### src/rtl/hdc_stream_adapter.sv
// Host-side adapter: deserialises host words into one feature sample for the
// accelerator (double buffered) and returns tagged valence/arousal results.
module hdc_stream_adapter #(
  parameter int NUM_CHANNEL   = 214,
  parameter int CHANNEL_WIDTH = 2,
  parameter int IN_WIDTH      = 32,
  parameter int TAG_WIDTH     = 8,
  localparam int SAMPLE_BITS  = 3 * NUM_CHANNEL * CHANNEL_WIDTH,
  localparam int NUM_WORDS    = (SAMPLE_BITS + IN_WIDTH - 1) / IN_WIDTH,
  localparam int WC_W         = (NUM_WORDS > 1) ? $clog2(NUM_WORDS) : 1
) (
  input  logic                   clk,
  input  logic                   rst,
  input  logic                   s_valid,
  output logic                   s_ready,
  input  logic [IN_WIDTH-1:0]    s_data,
  input  logic                   flush,
  output logic                   fin_valid,
  input  logic                   fin_ready,
  output logic [SAMPLE_BITS-1:0] features_top,
  input  logic                   dout_valid,
  output logic                   dout_ready,
  input  logic                   valence,
  input  logic                   arousal,
  output logic                   r_valid,
  input  logic                   r_ready,
  output logic [1:0]             r_data,
  output logic [TAG_WIDTH-1:0]   r_tag,
  output logic [15:0]            samples_sent
);

  // Handshake rule for every stream here: a transfer happens on a rising clk
  // edge where valid and ready are both 1; a producer holds valid and its
  // payload stable until that edge, and ready never depends on that valid.

  logic                   live_q;
  logic [WC_W-1:0]        wc_q, wc_d;
  logic                   asm_full_q, asm_full_d;
  logic [SAMPLE_BITS-1:0] asm_w;
  logic                   fin_valid_q, fin_valid_d;
  logic [SAMPLE_BITS-1:0] features_q, features_d;
  logic [15:0]            sent_q, sent_d;
  logic                   r_valid_q, r_valid_d;
  logic [1:0]             r_data_q, r_data_d;
  logic [TAG_WIDTH-1:0]   r_tag_q, r_tag_d;
  logic [TAG_WIDTH-1:0]   tag_cnt_q, tag_cnt_d;

  logic accept_word;
  logic last_word;
  logic xfer;
  logic fin_hs;
  logic cap;
  logic r_hs;

  // live_q holds both ready outputs low while reset is asserted and lets them
  // rise on the first edge after release.
  always_ff @(posedge clk or negedge rst) begin
    if (!rst) live_q <= 1'b0;
    else      live_q <= 1'b1;
  end

  assign s_ready    = live_q && !asm_full_q;
  assign dout_ready = live_q && (!r_valid_q || r_ready);

  assign accept_word = s_valid && s_ready && !flush;
  assign last_word   = (wc_q == WC_W'(NUM_WORDS - 1));
  assign xfer        = asm_full_q && (!fin_valid_q || fin_ready);
  assign fin_hs      = fin_valid_q && fin_ready;
  assign cap         = dout_valid && dout_ready;
  assign r_hs        = r_valid_q && r_ready;

  // One register slice per word; the final slice keeps only the bits that
  // fall inside the sample, so the high bits of the last word are dropped.
  for (genvar w = 0; w < NUM_WORDS; w++) begin : g_word
    localparam int LO = w * IN_WIDTH;
    localparam int WW = (SAMPLE_BITS - LO < IN_WIDTH) ? (SAMPLE_BITS - LO) : IN_WIDTH;
    logic [WW-1:0] word_q;

    always_ff @(posedge clk or negedge rst) begin
      if (!rst)                                       word_q <= '0;
      else if (accept_word && (wc_q == WC_W'(w)))     word_q <= s_data[WW-1:0];
    end

    assign asm_w[LO +: WW] = word_q;
  end

  always_comb begin
    wc_d       = wc_q;
    asm_full_d = asm_full_q;
    if (flush) begin
      wc_d       = '0;
      asm_full_d = 1'b0;
    end else if (accept_word) begin
      wc_d       = last_word ? '0 : wc_q + 1'b1;
      asm_full_d = last_word;
    end else if (xfer) begin
      asm_full_d = 1'b0;
    end
  end

  // Output stage: a loaded sample stays put until the accelerator takes it;
  // a waiting sample moves in on that same edge so fin_valid never drops.
  always_comb begin
    fin_valid_d = fin_valid_q;
    features_d  = features_q;
    sent_d      = sent_q;
    if (xfer) begin
      fin_valid_d = 1'b1;
      features_d  = asm_w;
    end else if (fin_hs) begin
      fin_valid_d = 1'b0;
    end
    if (fin_hs) sent_d = sent_q + 16'd1;
  end

  always_comb begin
    r_valid_d = r_valid_q;
    r_data_d  = r_data_q;
    r_tag_d   = r_tag_q;
    tag_cnt_d = tag_cnt_q;
    if (cap) begin
      r_valid_d = 1'b1;
      r_data_d  = {valence, arousal};
      r_tag_d   = tag_cnt_q;
      tag_cnt_d = tag_cnt_q + 1'b1;
    end else if (r_hs) begin
      r_valid_d = 1'b0;
    end
  end

  always_ff @(posedge clk or negedge rst) begin
    if (!rst) begin
      wc_q        <= '0;
      asm_full_q  <= 1'b0;
      fin_valid_q <= 1'b0;
      features_q  <= '0;
      sent_q      <= '0;
      r_valid_q   <= 1'b0;
      r_data_q    <= '0;
      r_tag_q     <= '0;
      tag_cnt_q   <= '0;
    end else begin
      wc_q        <= wc_d;
      asm_full_q  <= asm_full_d;
      fin_valid_q <= fin_valid_d;
      features_q  <= features_d;
      sent_q      <= sent_d;
      r_valid_q   <= r_valid_d;
      r_data_q    <= r_data_d;
      r_tag_q     <= r_tag_d;
      tag_cnt_q   <= tag_cnt_d;
    end
  end

  assign fin_valid    = fin_valid_q;
  assign features_top = features_q;
  assign samples_sent = sent_q;
  assign r_valid      = r_valid_q;
  assign r_data       = r_data_q;
  assign r_tag        = r_tag_q;

endmodule
### config.mk
export PLATFORM = sky130hd
export DESIGN_NAME = hdc_stream_adapter
export DESIGN_NICKNAME = d
export VERILOG_FILES = /design/src/rtl/hdc_stream_adapter.sv
export SDC_FILE = /design/constraint.sdc
export NUM_CORES = 2
export LEC_CHECK = 0
export CORE_AREA = 2 2 525 527
export CTS_CLUSTER_SIZE = 25
export DETAILED_ROUTE_END_ITERATION = 8
export DIE_AREA = 0 0 527 529
export PLACE_DENSITY = 0.53
export SETUP_SLACK_MARGIN = 0.05
export SYNTH_ARGS = -nofsm -noshare
export SYNTH_HDL_FRONTEND = slang
export SYNTH_SLANG_ARGS = --single-unit
export TNS_END_PERCENT = 30
### constraint.sdc
create_clock -name clk -period 2.15 [get_ports clk]
set_input_delay 0.3225 -clock clk [delete_from_list [all_inputs] [get_ports clk]]
set_output_delay 0.3225 -clock clk [all_outputs]
set_load 0.005 [all_outputs]
==> key figures <==
Run status
  • Outcome: finished, final reports clean

Global routing
  • Gr ovfl total: 0
  • Initial antenna violation count: 50
  • Vias in the first global route: 58960
  • Gr usage total: 23.47%
  • Largest net degree at the start of global routing: 102
  • First-pass GRT wire length: 462700 um

Power and ir drop
  • Pint: 0.07979 W
  • Sw frac: 22.74%
  • LEAKAGE: 81.19 nW
  • Clk pwr share: 48.3%
  • Maximum vdd drop: 630.6 uV
  • Combinational power share: 3.3%
  • Switch Pwr: 0.02348 W
  • Pwr dens: 791.7 nW/um2
  • Sequential power share: 48.5%

Detailed routing
  • Wire per inst: 29.51 um
  • Via count: 55840
  • WL final: 332400 um
  • Post-DRT Antenna Nets: 0
  • Initial drt markers: 2974
  • Residual DRC: 0
  • Drt pass-1 iters: 4
  • Vias per cell: 4.958

Clock tree
  • CTS sink count: 2612
  • Total CTS buffers: 290
  • Clock-pin slew on the worst setup and hold paths: 0.06 ns
  • H-tree level count: 5
  • Clock root cell: clkbuf_16
  • Clk buf depth: 4
  • Clock latency on the worst-skew pair: 0.89 ns
  • CTS tree: yes

Cells and area
  • Nets@finish: 7477
  • Share of cells above drive strength 1: 47.05%
  • Register area: 65470 um2
  • Final Instance Area: 130400 um2
  • Area occupied by multi-input gates: 30140 um2
  • Area growth, synth to finish: 34.22%
  • Fill count: 23620

Timing
  • Clock skew: 0.05064 ns
  • Final Setup Violations: 0
  • Final hold violations: 0
  • Rel. slew slack: 29.27%
  • Fin Setup TNS: 0 ns
  • Max-slew violations: 0
  • Period utilization: 97.32%
  • Hold slack: 0.05609 ns
  • Tmin final: 2.092 ns
  • Max Fclk: 477.9 MHz
  • Unrepaired setup endpoints after global routing: true
  • Slew @ Worst Pin: 1.061 ns

Worst setup path
  • CP max stage cell: clkdlybuf4s50_1
  • Crit-path max cell delay: 0.55 ns
  • Path type of the worst setup path: reg -> out
  • CP endpoint kind: primary output
  • Family with the most delay on the worst path: buffers and inverters
  • Cell Chain, Critical Path: clkdlybuf4s50_1
  • Crit path required time: 1.83 ns
  • CP startpoint kind: register
  • Worst Path Max Fanout: 2
  • Crit path DAT: 1.77 ns
  • WP buf/inv: 1

Yosys
  • Synth top area share: 67.26%
  • YS warnings: 0
  • Number of distinct library cells after synthesis: 37
  • Largest cells by area after synthesis: dfrtp_1 (67%), mux2_2 (30%), buf_2 (1.3%)
  • Cells after synthesis: 5755
  • Register area share after synthesis: 67.26%
  • Synth area leader: dfrtp_1
  • Syn nets: 5802
  • Post-Syn Area: 97180 um2
  • Mean Syn Cell Area: 16.89 um2
  • FF+latch count, synth: 2612

Die
  • Die Y: 529 um
  • Std-Cell Rows: 192
  • Die ar.: 278800 um2
  • Core area: 272900 um2
  • Width of the die: 527 um
  • # IOs: 1355
  • Initial Util: 35.61%

Placement
  • GPL Wtd Cong: 0.8042
  • Hpwl dp: 227800 um
  • Placed Area: 118800 um2
  • IO buf count: 1354

Worst hold path
  • Hold WC Path Type: in -> reg

Job
  • Max Cap Viol: 0
==> cells in the final DEF, fill, tap and decap left out, types with 6 or more instances in the layout <==
master and n:
diode_2 22, buf_4 240, clkinv_16 7, ha_1 6, dfrtp_2 87, dlygate4sd3_1 17, mux2_1 8, xnor2_1 16
xor2_1 6, dfrtp_1 2525, dlymetal6s2s_1 779, nand2_2 40, clkbuf_16 292, buf_12 201, clkdlybuf4s50_1 110, bufinv_16 14
dlygate4sd2_1 426, nand2_1 17, nand2b_1 6, inv_16 8, clkbuf_8 59, nand3_1 10, inv_6 7, nor2_1 8
clkinv_2 41, mux2_2 2573, clkbuf_1 75
==> power by group through the flow <==
stage | clock, W | sequential [W] | combinational, W
floorplan | 0 | 0.0508 | 0.000806
global placement | 0 | 0.0509 | 0.00342
detailed placement | 0 | 0.0509 | 0.00349
CTS | 0.0511 | 0.0500 | 0.00352
global route | 0.0532 | 0.0501 | 0.00370
finish | 0.0499 | 0.0500 | 0.00338
==> cells in the mapped netlist (all sizes together) <==
master	count
a21o	1
inv	3
nor4b	1
xnor2	16
xor2	6
nand3	10
nor2b	2
nand2	58
a21oi	3
nor2	12
mux2	2581
nand4	4
o21ai	2
and3b	1
buf	258
and2	5
nand2b	7
clkbuf	142
a21boi	1
conb	1
a31oi	1
ha	6
and4	2
and3	4
nor3	7
nor4	2
a22o	1
nor4bb	1
or2	1
a2bb2oi	1
dfrtp	2612
and4bb	1
or3	1
a22oi	1
==> state kept, by name, indices dropped and copies added (netlist names), 2 cells and up <==
signal / cells
features_top: 1284
g_word.word_q: 1284
samples_sent: 16
r_tag: 8
tag_cnt_q: 8
wc_q: 6
r_data: 2
==> worst reg2reg max path, cell delays in order, from the launching register on <==
cell and delay (ns):
dfrtp_1 0.38, and4bb_2 0.36, and2_1 0.21, buf_4 0.23, nand2_2 0.09, buf_12 0.17
mux2_2 0.41
==> logic make-up (layout without fill, tap and decap cells) <==
| logic type | after synthesis | count (layout) | synth area share [%] |
|---|---|---|---|
| AOI/OAI and AO/OA | 11 | 11 | 0.07340 |
| xor gates and xnor gates | 22 | 22 | 0.1983 |
| adders and majority gates | 6 | 6 | 0.07725 |
| buffers and inverters | 403 | 2299 | 1.891 |
| DFF | 2612 | 2612 | 67.26 |
| muxes | 2581 | 2581 | 29.91 |
| other | 1 | 23 | 0.003859 |
| and+or+nand+nor | 119 | 119 | 0.5910 |
==> area by class of cell <==
type	count	area share [%]
inverter	3	0.008633
multi-input combinational	2740	23.11
antenna	22	0.04221
sequential	2612	50.19
tap	3589	3.443
clock inverter	87	0.9074
clock buffer	426	6.440
timing repair buffer	1783	15.86
==> routing by layer <==
metal	track usage, %	share of wire, %	vias up	wire (um)
li1	-	-	23700	-
met5	0	0.0069	-	23
met4	8.902	4.2	4	14020
met1	29.60	41	29920	135700
met2	37.26	46	1744	153800
met3	7.900	8.7	470	28800
==> timing repair <==
item	CTS	global route
hold endpoints to repair	1593	0
endpoints found under the setup margin	2028	1138
gates cloned	0	0
hold buffers	17	0
setup buffers	2	26
pin swaps	0	0
resized for setup	540	792
==> stage by stage <==
stage | power, W | std cells | worst slack, ns | utilization, %
detailed placement | 0.05440 | 10680 | -0.8191 | 43.55
global placement | 0.05431 | 10680 | -0.7668 | 43.55
global route | 0.1070 | 11240 | -0.005207 | 47.78
finish | 0.1033 | 11260 | 0.05766 | 47.80
CTS | 0.1047 | 11210 | -0.09808 | 46.98
floorplan | 0.05161 | 5755 | 0.3758 | -
==> final timing paths <==
kind	cells past startpoint	to	slack, ns	start
setup / recovery	1	features_top[70]	0.06	features_top[70]
hold / removal	2	g_word[20].word_q[3]	0.06	s_data[3]
setup reg to reg	6	g_word[4].word_q[31]	0.15	asm_full_q
hold reg to reg	1	features_top[224]	0.47	g_word[7].word_q[0]
max in group asynchronous	5	features_top[944]	1.01	rst
min in group asynchronous	2	g_word[21].word_q[25]	0.09	rst
Note: power is estimated with default switching activity, not from simulation.
